==> src/rtl/i2c_arbiter.sv <==
// i2c_arbiter: round-robin sharing of one I2C byte master between two requesters
module i2c_arbiter #(
  parameter int ADDR_W  = 7,
  parameter int DATA_W  = 8,
  parameter int TIMEOUT = 4096,
  parameter int CNT_W   = 13
) (
  input  logic              clk,
  input  logic              rst,
  input  logic              r0_req,
  input  logic              r0_rw,
  input  logic [ADDR_W-1:0] r0_addr,
  input  logic [DATA_W-1:0] r0_wdata,
  output logic              r0_ack,
  output logic              r0_done,
  output logic [DATA_W-1:0] r0_rdata,
  output logic [1:0]        r0_err,
  input  logic              r1_req,
  input  logic              r1_rw,
  input  logic [ADDR_W-1:0] r1_addr,
  input  logic [DATA_W-1:0] r1_wdata,
  output logic              r1_ack,
  output logic              r1_done,
  output logic [DATA_W-1:0] r1_rdata,
  output logic [1:0]        r1_err,
  output logic              m_start,
  output logic              m_rw,
  output logic [ADDR_W-1:0] m_addr,
  output logic [DATA_W-1:0] m_wdata,
  output logic              m_abort,
  input  logic              m_busy,
  input  logic              m_done,
  input  logic              m_nack,
  input  logic [DATA_W-1:0] m_rdata
);
  typedef enum logic [1:0] {IDLE, ISSUE, WAIT, RESP} state_t;
  state_t state, state_d;
  logic gnt, last;
  logic [CNT_W-1:0] cnt;
  logic grant, pick1, issue, tmo, fin;
  logic [DATA_W-1:0] rd_d;
  logic [1:0] err_d;
  always_comb begin
    grant = state == IDLE && (r0_req || r1_req);
    pick1 = r1_req && (!r0_req || !last);
    issue = state == ISSUE && !m_busy;
    tmo = state == WAIT && !m_done && cnt == CNT_W'(TIMEOUT - 1);
    fin = (state == WAIT && m_done) || tmo;
    rd_d = m_done ? m_rdata : '0;
    err_d = m_done ? {1'b0, m_nack} : 2'b10;
    state_d = grant ? ISSUE : issue ? WAIT : fin ? RESP : state == RESP ? IDLE : state;
  end
  always_ff @(posedge clk) begin
    if (!rst) begin
      state <= IDLE;
      gnt <= 1'b0;
      last <= 1'b1;
      cnt <= '0;
      {r0_ack, r1_ack, r0_done, r1_done, m_start, m_abort, m_rw} <= '0;
      m_addr <= '0;
      m_wdata <= '0;
      r0_rdata <= '0;
      r1_rdata <= '0;
      r0_err <= '0;
      r1_err <= '0;
    end else begin
      state <= state_d;
      r0_ack <= grant && !pick1;
      r1_ack <= grant && pick1;
      m_start <= issue;
      m_abort <= tmo;
      r0_done <= fin && !gnt;
      r1_done <= fin && gnt;
      cnt <= issue ? '0 : state == WAIT ? cnt + CNT_W'(1) : cnt;
      if (grant) begin
        gnt <= pick1;
        m_rw <= pick1 ? r1_rw : r0_rw;
        m_addr <= pick1 ? r1_addr : r0_addr;
        m_wdata <= pick1 ? r1_wdata : r0_wdata;
      end
      if (fin && !gnt) begin
        r0_rdata <= rd_d;
        r0_err <= err_d;
      end
      if (fin && gnt) begin
        r1_rdata <= rd_d;
        r1_err <= err_d;
      end
      if (state == RESP) last <= gnt;
    end
  end
endmodule

==> config.mk <==
export PLATFORM = sky130hd
export DESIGN_NAME = i2c_arbiter
export DESIGN_NICKNAME = d
export VERILOG_FILES = /design/src/rtl/i2c_arbiter.sv
export SDC_FILE = /design/constraint.sdc
export NUM_CORES = 1
export LEC_CHECK = 0
export ABC_AREA = 1
export CORE_MARGIN = 4
export CORE_UTILIZATION = 40
export CTS_CLUSTER_SIZE = 30
export DETAILED_ROUTE_END_ITERATION = 12
export PLACE_DENSITY = 0.82
export SLEW_MARGIN = 0
export SYNTH_ARGS = -nofsm -noshare
export SYNTH_HDL_FRONTEND = slang
export SYNTH_SLANG_ARGS = --single-unit
==> constraint.sdc <==
create_clock -name clk -period 2.15 [get_ports clk]
set_input_delay 0.43 -clock clk [delete_from_list [all_inputs] [get_ports clk]]
set_output_delay 0.43 -clock clk [all_outputs]
set_load 0.01 [all_outputs]
======== Yosys cells after proc, flatten, opt, wreduce, memory -nomap -nowiden ========
Index checks and enable logic that the tools add are counted.
storage, ports and cells
  flip-flop bits (word level) ............. 59
  logic and storage cells ................. 57
  input bits .............................. 47
operators by class
  bitwise gates (word level) .............. 1
  add/subtract/negate cells ............... 1
  eq/ne operators ......................... 4
  reduce and logical (&&, ||, !) cells .... 24
  muxes and demuxes ....................... 9
operators with widths
  operator                                                           count
  8-bit 2-to-1 mux                                                   2
  13-bit by 1-bit adder with 13-bit output, second input constant    1
  13-bit by 12-bit == test with 1-bit output, second input constant  1
  1-bit logical AND                                                  10
  2-bit 2-to-1 mux                                                   4
  7-bit 2-to-1 mux                                                   1
  1-bit logical NOT                                                  6
  2-bit == test, second input constant                               2
  4-bit nonzero test                                                 1
  2-bit OR reduction                                                 2
  1-bit logical OR                                                   3
  3-bit nonzero test                                                 1
  2-bit by 1-bit == test with 1-bit output, second input constant    1
  2-bit logical NOT                                                  1
  1-bit 2-to-1 mux                                                   2
  1-bit NOT                                                          1

======== Logic depth before layout (Yosys ltp) ========
Gate-level depths: netlist (run 1).
  word-level depth ........................ 7
  gate-level depth with buffers ........... 11
  mapped depth without buffers ............ 10

======== Worst setup path before layout (run 1) ========
OpenSTA, ideal clock, no wires.
  kind .................................... register to register
  start point ............................. register cnt[0]
  end point ............................... register state[0]
  arrival time ............................ 1.276 ns
  setup time .............................. 0.119 ns
  required time ........................... 2.031 ns
  setup slack ............................. 0.756 ns
  cell stages (with the launch flop) ...... 12
  path through ............................ dfxtp_1 > ha_1 > nand2_1 > inv_1 > nand2_2 > nor2_2 > nand2_2 > nand2_4 > buf_8 > buf_8 > o21ai_0 > nand2_1
on the way
  longest elaborated chain between the ends .. 6
RTL lines
  element                                       line  source
  from (decl)                                   39    logic [CNT_W-1:0] cnt;
  from (signal assigned)                        74    cnt <= issue ? '0 : state == WAIT ? cnt + CNT_W'(1) : cnt;
  13-bit by 12-bit == test with 1-bit output *  47    tmo = state == WAIT && !m_done && cnt == CNT_W'(TIMEOUT - 1);
  1-bit logical AND *                           47
  1-bit logical OR *                            48    fin = (state == WAIT && m_done) || tmo;
  2-bit 2-to-1 mux (2 in a row)                 51    state_d = grant ? ISSUE : issue ? WAIT : fin ? RESP : state == RESP ? IDLE : state;
  1-bit 2-to-1 mux                              51
  to (signal assigned)                          67    state <= state_d;
  to (decl)                                     37    state_t state, state_d;
Every way passes the cells marked *; elsewhere a longest branch is shown, timed or not.
A chain may end at the register's enable or synchronous reset.

======== Final worst setup path (run 1) ========
  start point ............................. input port r1_req
  end point ............................... register m_wdata[4]
on the way
  longest elaborated chain between the ends .. 2
RTL lines
  element                                                line    source
  from (decl)                                            18      input logic r1_req,
  1-bit logical AND or 1-bit logical OR (tied branches)  45, 44
  8-bit 2-to-1 mux or 1-bit logical AND (tied branches)  79, 44
  to (signal assigned)                                   79      m_wdata <= pick1 ? r1_wdata : r0_wdata;
  to (decl)                                              29      output logic [DATA_W-1:0] m_wdata,
Parallel ways exist; a longest one is shown, timed or not.

==> results of run 1 <==
## cell type report
class                           count  area, um^2
Fill cell                         547        2380
Tap cell                           75        93.8
Timing Repair Buffer               93         943
Multi-Input combinational cell    226        1080
Inverter                           39         146
Sequential cell                    59        1180
Clock inverter                      5        52.6
Clock buffer                       11         141
## metrics by stage
stage | hold slack (ns) | setup slack [ns] | utilization [%] | instance area, um^2
after floorplan | 0.448 | 0.756 | - | 2510
after global placement | 0.433 | 0.222 | 57.2 | 3450
after CTS | 0.449 | 0.473 | 60.4 | 3640
after global routing | 0.485 | 0.306 | 60.4 | 3640
after detailed placement | 0.440 | 0.147 | 57.2 | 3450
final | 0.446 | 0.469 | 60.4 | 3640
## power groups by stage
stage / sequential (W) / clock (W) / combinational, W
3_5_place_dp: 0.00122 / 0 / 0.000461
6_report: 0.00120 / 0.000998 / 0.000459
5_1_grt: 0.00121 / 0.00106 / 0.000504
3_3_place_gp: 0.00122 / 0 / 0.000452
4_1_cts: 0.00120 / 0.00102 / 0.000463
2_1_floorplan: 0.00124 / 0 / 0.000186
## sequential cells by signal, indices dropped and copies added (netlist names), 2 cells and up
name      cells
m_wdata       8
state         2
r1_rdata      8
m_addr        7
r1_err        2
r0_err        2
r0_rdata      8
cnt          13
## synthesized netlist by cell type, types with 2 or more instances
cell type | number | share of area [%]
a21oi_1 | 31 | 6.2
buf_2 | 6 | 1.2
buf_4 | 2 | 0.60
buf_8 | 2 | 1.2
clkbuf_1 | 4 | 0.60
dfxtp_1 | 59 | 47
inv_1 | 36 | 5.4
inv_2 | 3 | 0.45
nand2_1 | 89 | 13
nand2_2 | 2 | 0.50
nand3_1 | 26 | 5.2
nand3b_1 | 3 | 0.90
nand4_1 | 3 | 0.75
nor2_1 | 32 | 4.8
nor2_2 | 3 | 0.75
nor2_4 | 2 | 0.90
nor3_1 | 3 | 0.60
o211ai_1 | 16 | 4.8
o21ai_0 | 7 | 1.4
xor2_1 | 2 | 0.70
## path summary, 6_finish.rpt
check | start | endpoint | slack [ns] | depth (start not counted)
worst max-delay path | r1_req | m_wdata[4] | 0.47 | 6
worst min-delay path | r1_err[1] | r1_err[1] | 0.45 | 2
worst max register to register | state[1] | r0_rdata[0] | 0.52 | 9
worst min register to register | r1_err[1] | r1_err[1] | 0.45 | 2
## worst max-delay path, delay by kind of cell
| kind | cells | cell delay, ns |
|---|---|---|
| simple gates | 3 | 0.61 |
| buf+inv | 1 | 0.49 |
| compound gates | 2 | 0.41 |
## metal layers
metal	up-vias	wire (um)	part of all wire (%)	track usage [%]
li1	1273	-	-	-
met1	1117	2900	46	20.6
met2	76	2870	45	27.9
met3	9	481	7.6	4.82
met4	0	86	1.4	7.25
met5	-	0	0	0
## cell families after synthesis
| family | synth area share, % |
|---|---|
| simple gates | 28.3 |
| flops | 47.0 |
| compound gates | 13.5 |
| buf+inv | 10.0 |
| xor+xnor | 0.697 |
| fa+ha+maj | 0.497 |
==> summary.md, run 1 <==
| Metric | Value |
|---|---|
| Finished Layout Cells | `508` |
| Most common cell after layout, fill and taps aside | `nand2_1` |
| Core area | `6030 um^2` |
| GRT Total Usage | `17.0%` |
| Starting density of the core | `41.7%` |
| Final worst-path cycle share | `78.2%` |
| Die height | `87.3 um` |
| Die width | `87.3 um` |
| Layout cells sized above 1 | `7.16%` |
| Drt wl/cell | `12.5 um` |
| Slew Limit Fails | `0` |
| Routability cong. | `0.797` |
| Final hold violation count | `0` |
| Clk slew on worst S/H paths | `0.07 ns` |
| Slew headroom | `55.2%` |
| I/O Pins | `89` |
| Area growth syn-to-layout | `44.8%` |
| Unrepaired setup endpoints after global routing | `no` |
| Number of synthesized flops with an enable pin | `0` |
| H-tree lvl count | `3` |
| Ys flop type | `dfxtp_1` |
| Placed cells | `492` |
| Final Setup Violations | `0` |
| Sw frac | `26.0%` |
| Post-synth cell types | `29` |
| DP HPWL | `4.51 mm` |
| Commonest cells after routing, fill and taps aside | `nand2_1 (89), clkdlybuf4s50_1 (88), dfxtp_1 (59), inv_1 (36), nor2_1 (32)` |
| Slew @ Worst Pin | `0.666 ns` |
| Hold Path Class | `reg -> reg` |
| # rows | `28` |
| Number of vias per cell | `4.87` |
| Crit end category | `flop` |
| Crit Path Category | `in -> reg` |
| Number of setup buffers added after CTS | `0` |
| Leak Pwr | `1.36 nW` |
| # DRC | `0` |
| Most frequent CP cell | `nand2_1` |
| Sequential power share | `45.1%` |
| Post-Syn Nets | `388` |
| Antenna cells | `0` |
| Minimum clock period | `1.68 ns` |
| Clk buf depth | `2` |
| Number of hold buffers added after cts | `0` |
| Worst-Skew Late Latency | `0.33 ns` |
| Clock root cell | `clkbuf_8` |
| Psw | `0.000690 W` |
| Startpoint Class | `input port` |
| Comb power frac | `17.3%` |
| First-pass GRT wire length | `10.4 mm` |
| Register area share after synthesis | `47.0%` |
| Clock power share | `37.6%` |
| CP max FO | `17` |
| CP arrival | `1.94 ns` |
| Largest net degree at the start of global routing | `40` |
| Required @ worst endpoint | `2.41 ns` |
| Vias in the first global route | `2355` |
| CTS Buf Count | `9` |
| Status | `finished, final reports clean` |
| Die area | `7620 um^2` |
| TritonCTS sink count | `59` |
| Synthesized flop and latch total | `59` |
| Pwr Total | `0.00265 W` |
| DRT Pass-1 Iters | `4` |
| Asr flop ratio synth | `0%` |
| Antenna Nets Post-Route | `0` |
| Ys Warns | `0` |
| Final wirelength | `6.33 mm` |
| GR Overflow Total | `0` |
| Pint | `0.00197 W` |
| Max cap viols | `0` |
| CTS tree | `done` |
| Crit-path cells | `clkdlybuf4s50_1 > a21boi_0 > nand2_1 > nor2_4 > nand2_1 > o211ai_1` |
| Initial DRC count | `72` |
| Post-Synthesis Cells | `340` |
| VDD IR-drop max | `379 uV` |
| Nets | `476` |
| Pwr Density | `729 nW/um^2` |
| Slowest-stage cell, CP | `clkdlybuf4s50_1` |
| Worst clock skew | `0.00974 ns` |
| Post-Syn Area per Cell | `7.40 um^2` |
| Post-route setup TNS | `0 ns` |
| Fmax | `595 MHz` |
| Port Buffers | `88` |
| CP max stage delay | `0.49 ns` |
| Initial antenna violation count | `0` |
| CTS resizes | `0` |
| Synth Cell Area | `2510 um^2` |
| Routed via count | `2475` |
Power figures use the tool's default switching activity.
==> run 2, diff against run 1 <==
- PLACE_DENSITY: 0.82 -> 0.85
- clock period: 2.15 -> 1.5 ns (I/O delays scaled with it)
==> summary.md, run 2 (synthesized netlist as in run 1, its figures left out) <==
| Metric | Value |
|---|---|
| Status | `finished, final reports clean` |
| Final wirelength | `6.95 mm (+9.7%)` |
| Clk buf depth | `2 (unchanged)` |
| Clk slew on worst S/H paths | `0.07 ns (about the same)` |
| Crit-path cells | `clkdlybuf4s50_1` |
| Worst-Skew Late Latency | `0.34 ns (about the same)` |
| Vias in the first global route | `2388 (+1.4%)` |
| DP HPWL | `4.81 mm (+6.7%)` |
| Hold Path Class | `reg -> reg` |
| Post-route setup TNS | `0 ns (unchanged)` |
| Initial DRC count | `116 (+61%)` |
| H-tree lvl count | `3 (unchanged)` |
| Crit-path leading delay family | `buffers and inverters` |
| Most common cell after layout, fill and taps aside | `nand2_1` |
| Die width | `87.3 um (unchanged)` |
| Pwr Density | `975 nW/um^2 (+34%)` |
| CTS tree | `done` |
| Starting density of the core | `41.7% (unchanged)` |
| Routability cong. | `0.821 (+3.0%)` |
| Port Buffers | `88 (unchanged)` |
| Slew Limit Fails | `0 (unchanged)` |
| Finished Layout Cells | `526 (+3.5%)` |
| GR Overflow Total | `0 (unchanged)` |
| Area growth syn-to-layout | `50.7%` |
| VDD IR-drop max | `567 uV (+50%)` |
| # fillers | `518 (-5.3%)` |
| Minimum clock period | `1.46 ns` |
| I/O Pins | `89 (unchanged)` |
| Max cap viols | `0 (unchanged)` |
| Crit Path Category | `reg -> out` |
| Final worst-path cycle share | `97.5%` |
| Final hold violation count | `0 (unchanged)` |
| Slowest-stage cell, CP | `clkdlybuf4s50_1` |
| Nets | `494 (+3.8%)` |
| # rows | `28 (unchanged)` |
| Slew headroom | `76.1% (+21 points)` |
| CP max FO | `1 (-16)` |
| GRT Total Usage | `17.6% (+0.65 points)` |
| Max reg flops | `13 (unchanged)` |
| CP arrival | `1.16 ns (-0.78 ns)` |
| Slew @ Worst Pin | `0.357 ns (-0.309 ns)` |
| Final Setup Violations | `0 (unchanged)` |
| Post-place setup slack | `-0.266 ns (-0.412 ns)` |
| TritonCTS sink count | `59 (unchanged)` |
| Commonest cells after routing, fill and taps aside | `nand2_1 (88), dfxtp_1 (56), clkdlybuf4s50_1 (48), dlygate4sd2_1 (38), inv_1 (36)` |
| Initial antenna violation count | `0 (unchanged)` |
| # DRC | `0 (unchanged)` |
| Clock root cell | `clkbuf_8` |
| CP max stage delay | `0.53 ns (+0.04 ns)` |
| DRT Pass-1 Iters | `4 (unchanged)` |
| Multi-input gate area | `1150 um^2 (+6.5%)` |
| Routed via count | `2584 (+4.4%)` |
| Antenna Nets Post-Route | `0 (unchanged)` |
| First-pass GRT wire length | `10.6 mm (+2.8%)` |
| Die height | `87.3 um (unchanged)` |
| Layout cells sized above 1 | `12.4% (+5.3 points)` |
| CTS Buf Count | `9 (unchanged)` |
| Placed cells | `508 (+3.3%)` |
| FF/Latch Area | `1180 um^2 (+0.32%)` |
| WP buf/inv | `1 (unchanged)` |
| Antenna cells | `0 (unchanged)` |
| Core area | `6030 um^2 (unchanged)` |
| Crit end category | `primary output` |
| Number of hold buffers added after cts | `0 (unchanged)` |
| Top reg by flops | `cnt` |
| Leak Pwr | `1.67 nW (+23%)` |
| Startpoint Class | `flop` |
| Largest net degree at the start of global routing | `40 (unchanged)` |
| Worst clock skew | `0.00987 ns (+0.000136 ns)` |
| Required @ worst endpoint | `1.20 ns (-1.21 ns)` |
| Drt wl/cell | `13.2 um (+5.9%)` |
| Worst setup margin | `0.0379 ns (-0.431 ns)` |
| Number of vias per cell | `4.91 (+0.83%)` |
| Die area | `7620 um^2 (unchanged)` |
| Fmax | `684 MHz` |
| Pwr Total | `0.00369 W (+39%)` |
run 2: metal layers:
metal / global-route usage [%] / up-vias / share of wire (%)
li1: - / 1317 / -
met1: 21.8 / 1164 / 43
met5: 0 / - / 0
met3: 5.58 / 9 / 8.7
met4: 7.25 / 0 / 1.3
met2: 28.3 / 94 / 47
run 2: worst paths after layout:
check                                from     endpoint  slack, ns  cells past startpoint
worst max register to register     cnt[1]  r0_rdata[1]       0.07                     10
worst max-delay path              m_abort      m_abort       0.04                      1
worst min register to register  r1_err[1]    r1_err[1]       0.45                      2
worst min-delay path            r1_err[1]    r1_err[1]       0.45                      2
run 2: final cells by class:
cell class              count  area share, %
well taps                  75           2.48
repair buffers            109           27.3
multi-input cells         228           30.4
clock buffers              12           4.09
inverters                  39           3.86
clock inverters             4          0.660
flip-flops and latches     59           31.3
run 2: through the flow:
step	utilization, %	cell area (um^2)	hold WS [ns]
after floorplan	-	2510	0.424
after global placement	59.4	3580	0.437
after detailed placement	59.4	3580	0.447
after CTS	61.8	3730	0.455
after global routing	62.9	3790	0.488
final	62.9	3790	0.454
run 2: power by group:
part | internal, W | total, W | leakage (nW) | switching, W
Combinational | 0.000342 | 0.000671 | 1.10 | 0.000329
Clock | 0.000684 | 0.00131 | 0.0884 | 0.000627
Sequential | 0.00166 | 0.00171 | 0.481 | 0.0000504
Total | 0.00269 | 0.00369 | 1.67 | 0.00101
run 2: what timing repair did:
action | 4_1_cts | 5_1_grt
endpoints found under the hold margin | 0 | 0
endpoints found under the setup margin | 61 | 43
pin swaps | 0 | 1
setup buffers | 0 | 0
resized for setup | 40 | 14
cloned | 0 | 2
